## src/rtl/id_stage.sv

```systemverilog
// Decode stage: IF/ID pipeline register, 32-entry register file, early branch/jump resolve.
// Ports: clk/rst; fetch in (instr_f, pc_fetch_f); hazard in (stall_d, flush_d, fwd_a/b,
//   alu_result_m); writeback in (wb_we/addr/data); fetch redirect out (pcsrc, pc_branch,
//   jump, pc_jump, flush_req); ID/EX operands out (valid_d, rd1/rd2, imm_ext, fields, pc_plus4_d).
module id_stage #(
    parameter int WIDTH    = 32,
    parameter int REG_ADDR = 5
) (
    input  logic                clk,
    input  logic                rst,
    input  logic [WIDTH-1:0]    instr_f,
    input  logic [WIDTH-1:0]    pc_fetch_f,
    input  logic                stall_d,
    input  logic                flush_d,
    input  logic                wb_we,
    input  logic [REG_ADDR-1:0] wb_addr,
    input  logic [WIDTH-1:0]    wb_data,
    input  logic                fwd_a,
    input  logic                fwd_b,
    input  logic [WIDTH-1:0]    alu_result_m,
    output logic                pcsrc,
    output logic [WIDTH-1:0]    pc_branch,
    output logic                jump,
    output logic [WIDTH-1:0]    pc_jump,
    output logic                flush_req,
    output logic                valid_d,
    output logic [WIDTH-1:0]    rd1,
    output logic [WIDTH-1:0]    rd2,
    output logic [WIDTH-1:0]    imm_ext,
    output logic [REG_ADDR-1:0] rs_d,
    output logic [REG_ADDR-1:0] rt_d,
    output logic [REG_ADDR-1:0] rd_d,
    output logic [5:0]          op_d,
    output logic [5:0]          funct_d,
    output logic [WIDTH-1:0]    pc_plus4_d
);

    localparam int NREG = 2 ** REG_ADDR;

    typedef struct packed {
        logic [WIDTH-1:0] instr;
        logic [WIDTH-1:0] pc_plus4;
        logic             valid;
    } if_id_t;

    if_id_t           if_id;
    logic [WIDTH-1:0] regs [NREG];
    logic [WIDTH-1:0] instr_d;
    logic [15:0]      imm16;
    logic [WIDTH-1:0] imm_sext;
    logic [WIDTH-1:0] cmp_a;
    logic [WIDTH-1:0] cmp_b;

    // Flush outranks stall so a squashed slot never lingers.
    always_ff @(posedge clk) begin
        if (rst || flush_d) begin
            if_id <= '0;
        end else if (!stall_d) begin
            if_id.instr    <= instr_f;
            if_id.pc_plus4 <= pc_fetch_f;
            if_id.valid    <= 1'b1;
        end
    end

    always_ff @(posedge clk) begin
        if (rst) begin
            for (int i = 0; i < NREG; i++) begin
                regs[i] <= '0;
            end
        end else if (wb_we && wb_addr != '0) begin
            regs[wb_addr] <= wb_data;
        end
    end

    assign instr_d    = if_id.instr;
    assign valid_d    = if_id.valid;
    assign pc_plus4_d = if_id.pc_plus4;

    assign op_d    = instr_d[31:26];
    assign rs_d    = instr_d[25:21];
    assign rt_d    = instr_d[20:16];
    assign rd_d    = instr_d[15:11];
    assign funct_d = instr_d[5:0];
    assign imm16   = instr_d[15:0];

    // Write-through: a same-cycle writeback is visible to the reader.
    always_comb begin
        if (rs_d == '0) begin
            rd1 = '0;
        end else if (wb_we && wb_addr == rs_d) begin
            rd1 = wb_data;
        end else begin
            rd1 = regs[rs_d];
        end
    end

    always_comb begin
        if (rt_d == '0) begin
            rd2 = '0;
        end else if (wb_we && wb_addr == rt_d) begin
            rd2 = wb_data;
        end else begin
            rd2 = regs[rt_d];
        end
    end

    assign imm_sext = {{(WIDTH-16){imm16[15]}}, imm16};

    // Logical-immediate ops take a zero-extended immediate.
    always_comb begin
        imm_ext = imm_sext;
        unique case (op_d)
            6'h0C, 6'h0D, 6'h0E: imm_ext = {{(WIDTH-16){1'b0}}, imm16};
            default:             imm_ext = imm_sext;
        endcase
    end

    assign cmp_a = fwd_a ? alu_result_m : rd1;
    assign cmp_b = fwd_b ? alu_result_m : rd2;

    assign pc_branch = pc_plus4_d + {imm_sext[WIDTH-3:0], 2'b00};
    assign pc_jump   = {pc_plus4_d[WIDTH-1:WIDTH-4], instr_d[25:0], 2'b00};

    always_comb begin
        pcsrc = 1'b0;
        jump  = 1'b0;
        if (valid_d) begin
            unique case (1'b1)
                op_d == 6'h04: pcsrc = (cmp_a == cmp_b);
                op_d == 6'h05: pcsrc = (cmp_a != cmp_b);
                op_d == 6'h02: jump  = 1'b1;
                default: ;
            endcase
        end
    end

    assign flush_req = pcsrc | jump;

endmodule

```

## config.mk

```make
export PLATFORM = sky130hd
export DESIGN_NAME = id_stage
export DESIGN_NICKNAME = d
export VERILOG_FILES = /design/src/rtl/id_stage.sv
export SDC_FILE = /design/constraint.sdc
export NUM_CORES = 2
export LEC_CHECK = 0
export BUFFER_PORTS_ARGS = -buffer_cell sky130_fd_sc_hd__buf_2
export CORE_UTILIZATION = 45
export DETAILED_ROUTE_END_ITERATION = 8
export HOLD_SLACK_MARGIN = 0.08
export PLACE_DENSITY_LB_ADDON = 0.1
export SLEW_MARGIN = 15
export SYNTH_ARGS = -nofsm -noshare
export SYNTH_HDL_FRONTEND = slang
export SYNTH_SLANG_ARGS = --single-unit
```

## constraint.sdc

```tcl
create_clock -name clk -period 10.1 [get_ports clk]
set_input_delay 0 -clock clk [delete_from_list [all_inputs] [get_ports clk]]
set_output_delay 0 -clock clk [all_outputs]
set_load 0.05 [all_outputs]
```

Word level (Yosys, flattened, before mapping)
Memory sizes are Yosys's and may differ from the RTL's. A register that Yosys moved wholly into a read port is not among the register bits.
Index checks and enable logic that the tools add are counted.

storage, ports and cells
  bits in registers = 65
  memories kept = 1
  bits of input ports = 140
  bits in writable memories = 1,024
  output and inout bits = 223
  logic and storage cells = 48

memories
  name  words  width  read ports  clocked after memory_dff  write ports  RTL line  text
  regs  32     32     2           2                         32           47        logic [WIDTH-1:0] regs [NREG];

operators by class
  equal/unequal tests = 10
  bitwise operators = 1
  mux-type cells = 23
  reductions and logical operators = 9
  add/sub/neg operators = 1

operators by type and width
  cell                count
  $mux 32             8
  $add 32x32->32      1
  $eq 32x32->1        1
  $ne 32x32->1        1
  $reduce_or 32->1    1
  $mux 5              5
  $eq 6x4->1 const B  3
  $eq 6x3->1 const B  2
  $eq 5x5->1          2
  $logic_not 5->1     2
  $mux 1              9
  $eq 6x2->1 const B  1
  $reduce_bool 5->1   1
  $logic_and 1x1->1   3
  $reduce_or 3->1     1
  $pmux 1 s2          1
  $logic_or 1x1->1    1
  $or 1x1->1          1

Depth between registers and ports, before layout
  depth in word-level cells = 9
  mapped depth = 19
  depth with buffers taken out = 15

Worst setup path after synthesis
No wires, ideal clock.

  path kind = reg-to-output
  from = reg if_id, in the netlist instr_d[19]
  to = out flush_req
  stages on the path, launching flop included = 14
  buffers on the path = 1
  arrival = 5.257 ns
  slack = 4.843 ns
  cell sequence = dfxtp_1 xnor2_1 nand4_1 or2_2 clkbuf_1 a211oi_1 xnor2_1 a31oi_1 or4_1 nor4_1 a41oi_1 nor4_2 xnor2_1 o21bai_1

on the way
  longest elaborated chain between the ends = 9
  elaborated cells on any way between the ends = 11
  classes of those cells = eq/ne: 3; mux: 5; bitwise: 1; reduce/logical: 2

RTL lines
  element                                              RTL line  text
  from (decl)                                          46        if_id_t if_id;
  $eq 5x5->1                                           100       end else if (wb_we && wb_addr == rt_d) begin
  $logic_and 1x1->1                                    100
  $mux 32                                              100
  $mux 32 (*)                                          98        if (rt_d == '0) begin
  named net rd2[18]                                    28        output logic [WIDTH-1:0] rd2,
  $mux 32 (*)                                          119       assign cmp_b = fwd_b ? alu_result_m : rd2;
  $ne 32x32->1 / $eq 32x32->1 (equally long branches)  130, 129
  $pmux 1 s2 (*)                                       128       unique case (1'b1)
  $mux 1 (*)                                           127       if (valid_d) begin
  $or 1x1->1 (*)                                       137       assign flush_req = pcsrc | jump;
  to (decl)                                            25        output logic flush_req,

Mark *: on every way through the listed nets, which the timed path passes. The rest lies on a longest branch.

Final worst setup path
  from = reg if_id, in the netlist instr_d[16]
  to = out flush_req

on the way
  longest elaborated chain between the ends = 9
  elaborated cells on any way between the ends = 11
  classes of those cells = eq/ne: 3; mux: 5; bitwise: 1; reduce/logical: 2

RTL lines
  element                                              RTL line
  $eq 5x5->1                                           100
  $logic_and 1x1->1                                    100
  $mux 32                                              100
  $mux 32 (*)                                          98
  $mux 32 (*)                                          119
  $ne 32x32->1 / $eq 32x32->1 (equally long branches)  130, 129
  $pmux 1 s2 (*)                                       128
  $mux 1 (*)                                           127
  $or 1x1->1 (*)                                       137

Mark *: on every way between the ends. The rest lies on a longest branch, timed or not.

==> flow_results.org <==
** Place
- The congestion estimate from routability-driven global placement came to 1.026.
- Placed Cells :: 6332
- After legalization and detailed placement, the total HPWL measured 164700 µm.
- At the placement stage, the worst setup path has a slack of 3601 ps.
- Buffers placed on the I/O ports in this run total 360.
- Placed cell area :: 64770 µm²

** Floorplan
- The floorplan step set the die height to 372.6 µm.
- Core region area :: 135800 µm²
- The initial utilization of the core area, before any placement, comes to 0.4551.
- Die boundary width :: 372.6 µm
- 363 I/O pins were placed.
- Std-Cell Rows :: 135
- The die covers 138800 µm².

** Synthesis
- Register bit total from synthesis :: 1099
- Dividing the synthesized area by the synthesized cell count gives 13.67 µm².
- In the synthesized netlist, the number of instances is 4523.
- Summed instance area of the synthesized netlist :: 61810 µm²
- Dominant synthesized flop cell :: edfxtp_1
- Of the post-synthesis cell area, the dominant cell type holds 0.4975.
- Async SR Flop Fraction :: 0
- Ranked by total cell area, the synthesized netlist is headed by edfxtp_1 50%, mux4_2 16%, and2_1 9.2%.
- Share of synthesized area occupied by flip-flops and latches :: 0.5218
- EDFF count, synth :: 1024
- The Yosys step of the flow raised 0 warnings.
- The largest total area in the synthesized netlist belongs to edfxtp_1.
- Synth cell types :: 83

** Clocking
- The clock net in this run drives a total of 1099 sinks.
- Number of clock buffers inserted by TritonCTS :: 130
- Resized cells post-CTS :: 0
- TritonCTS built the clock tree.
- Clock Latency Late Sink :: 790 ps
- Clock-pin slew was measured on the worst setup and hold paths at 60 ps.
- Buffer depth of the longest clock path :: 3
- The H-tree was split into 4 levels.
- The root buffer cell chosen for the clock tree is clkbuf_16.

** STA
- Clock skew on the completed layout was measured at 17.45 ps.
- Worst rel slew slack :: 0.04318
- Post-route setup TNS :: 0 ps
- Derived from the worst setup path, the maximum achievable clock frequency is 0.1373 GHz.
- Once routing completed, OpenROAD measured the worst setup slack at 2818 ps.
- Final cycle utilization of the critical path :: 0.7210
- Pins Over Slew Limit :: 0
- Period minus WS final :: 7282 ps
- Final setup fails :: 0
- The number of hold violations in the final report is 0.
- At the pin with the least slew margin, the transition time is 1435 ps.
- Setup repair after global routing left no endpoint under its margin.

** GRT
- The via count of the first global-routing pass was 44039.
- The number of antenna violations at the first check in global routing was 35.
- Sum of overflow across all layers after global routing :: 0
- In the global route stage, overall resource usage came out at 0.3806.
- Global-route wire length before repair :: 363600 µm
- Entering global routing, the biggest net connects 120 pins.

** Setup path
- Required arrival time at the worst endpoint :: 10100 ps
- Type of element launching the critical path :: flip-flop
- Setup slack of the worst register-to-register path :: 8300 ps
- Logic depth of the worst register-to-register path :: 3
- Of all nets on the critical path, the largest fanout is 11.
- For the worst setup path, the data arrival time is 7280 ps.
- Kind of end point of the critical path :: output port
- The endpoint identified for the worst register-to-register timing path is instr_d[15].
- R2r startpoint :: instr_d[15]
- Worst setup path category :: flip-flop to output port

** Detailed routing
- Number of detailed-routing iterations run before antenna repair :: 8
- After detailed routing, the number of vias per cell comes to 6.792.
- The final layout contains routed wiring with a total length of 267600 µm.
- For this run, design rule violations remaining after detail routing come to 0.
- DR WL/cell :: 39.39 µm
- For this block, the initial DRC count from the detailed router was 8113.
- Number of routed nets with antenna violations :: 0
- Summing over every cut layer, the via total after detailed routing is 46148.

** Layout
- After routing the design area is 70890 µm².
- Post-route insts no fill :: 6794
- In the layout the commonest cells are 1024 x edfxtp_1, 913 x and2_1, 426 x mux4_2.
- Relative to the synthesized area, the layout overhead comes to 14.69%.
- In the final layout, the share of cells above drive strength 1 is 0.2496.
- After the last flow step, the layout net total stands at 5044.
- The library cell used most frequently in the layout, excluding fill and tap cells, is edfxtp_1.

** Pwr
- The analysis attributes to cell leakage a power of 25.13 nW.
- Switching share of total power :: 0.2830
- Sequential Power Share :: 0.458
- Combinational share of power :: 0.145
- Power Internal :: 0.008412 W
- In this run the power density over the cells is 165.5 nW/µm².
- In this run the power spent charging and discharging nets is 0.003321 W.
- Of the total power, the clock network draws 0.398.
- Worst IR Drop VDD :: 0.1468 mV

** Status
- Result of the run :: complete, no violations

** Run
- Max-cap violations in this run came to 0.

** Hold path
- The startpoint identified for the worst hold timing path is instr_f[25].
- Path category of the worst min-delay check :: primary input to flip-flop
- Hold path depth :: 4
power groups by stage:
stage	clock network, W	registers, W	logic (W)
after global placement	0	0.00545	0.00158
after global routing	0.00484	0.00539	0.00172
final	0.00467	0.00537	0.00170
after CTS	0.00468	0.00536	0.00163
after detailed placement	0	0.00546	0.00157
after floorplan	0	0.00541	0.000961
per-layer routing:
layer	wire length (µm)	up-vias	GRT usage	part of all wire
met2	113000	3873	0.5435	0.42
li1	-	17962	-	-
met1	100700	23554	0.5142	0.38
met5	71	-	0	0.00027
met4	14060	10	0.1840	0.053
met3	39790	749	0.1350	0.15
cell families (layout without fill, tap and decap cells):
group,Yosys count,in the layout,share of synthesized area
muxes,764,764,0.2164
other,1,67,0.00006067
adders and majority gates,30,30,0.006194
AOI/OAI and AO/OA,507,507,0.05976
DFF,1099,1099,0.5218
and+or+nand+nor,1479,1479,0.1372
buffers and inverters,558,982,0.04660
xor gates and xnor gates,85,85,0.01204
cell usage after synthesis, drive strengths merged (22+ instances only):
cell type and count:
a21oi 63, inv 47, nand3 24, edfxtp 1024, mux2i 308, o21ai 80, nand2 73, a221oi 67
and2 913, nor3 128, xor2 26, nor2 186, mux4 450, ha 29, dfxtp 75, buf 216
xnor2 59, clkbuf 295, or2 42, a22oi 84, a211oi 25, nor2b 22
critical path: stages (launching register included):
cell	delay, ps
dfxtp_1	460
xnor2_1	150
nand4_1	920
o21ai_2	1420
o22ai_1	390
nor2_1	440
xnor2_1	210
o21ai_0	240
nor4_1	490
a41oi_1	260
nor4_4	780
xnor2_1	230
o21bai_1	180
buf_2	280
stage by stage:
stage          hold WS [ps]  utilization  power [W]
2_1_floorplan         143.9            -   0.006374
6_report              131.4       0.5220    0.01173
3_3_place_gp          227.7       0.4768   0.007022
4_1_cts               92.44       0.5213    0.01167
5_1_grt               136.3       0.5214    0.01195
3_5_place_dp          234.9       0.4769   0.007031
how the worst max path moves through the flow:
stage	startpoint	end	slack, ps	cells past startpoint
finish	instr_d[16]	flush_req	2820	13
global route	flip-flop	flush_req	2650	15
CTS	flip-flop	flush_req	2750	15
detailed placement	flip-flop	flush_req	3600	15
global placement	flip-flop	flush_req	3610	15
floorplan	instr_d[19]	flush_req	4840	13
timing repair:
action,4_1_cts,5_1_grt
setup buffers,0,0
hold buffers,191,0
endpoints found under the hold margin,1051,0
registers in the layout (all words and copies together), names as in the netlist, named ones only:
signal / count
regs: 1024
valid_d: 1
instr_d: 32
pc_plus4_d: 32
cell type report:
type	instances	area [µm²]
clock buffers	160	3522
well taps	1781	2228
flip-flops and latches	1099	32280
diodes	33	82.58
repair buffers	697	4890
inverters	47	180.2
multi-input cells	2899	27120
fillers	11489	64910
clock inverters	78	593.1
No activity file was read; power rests on OpenSTA's default activity.
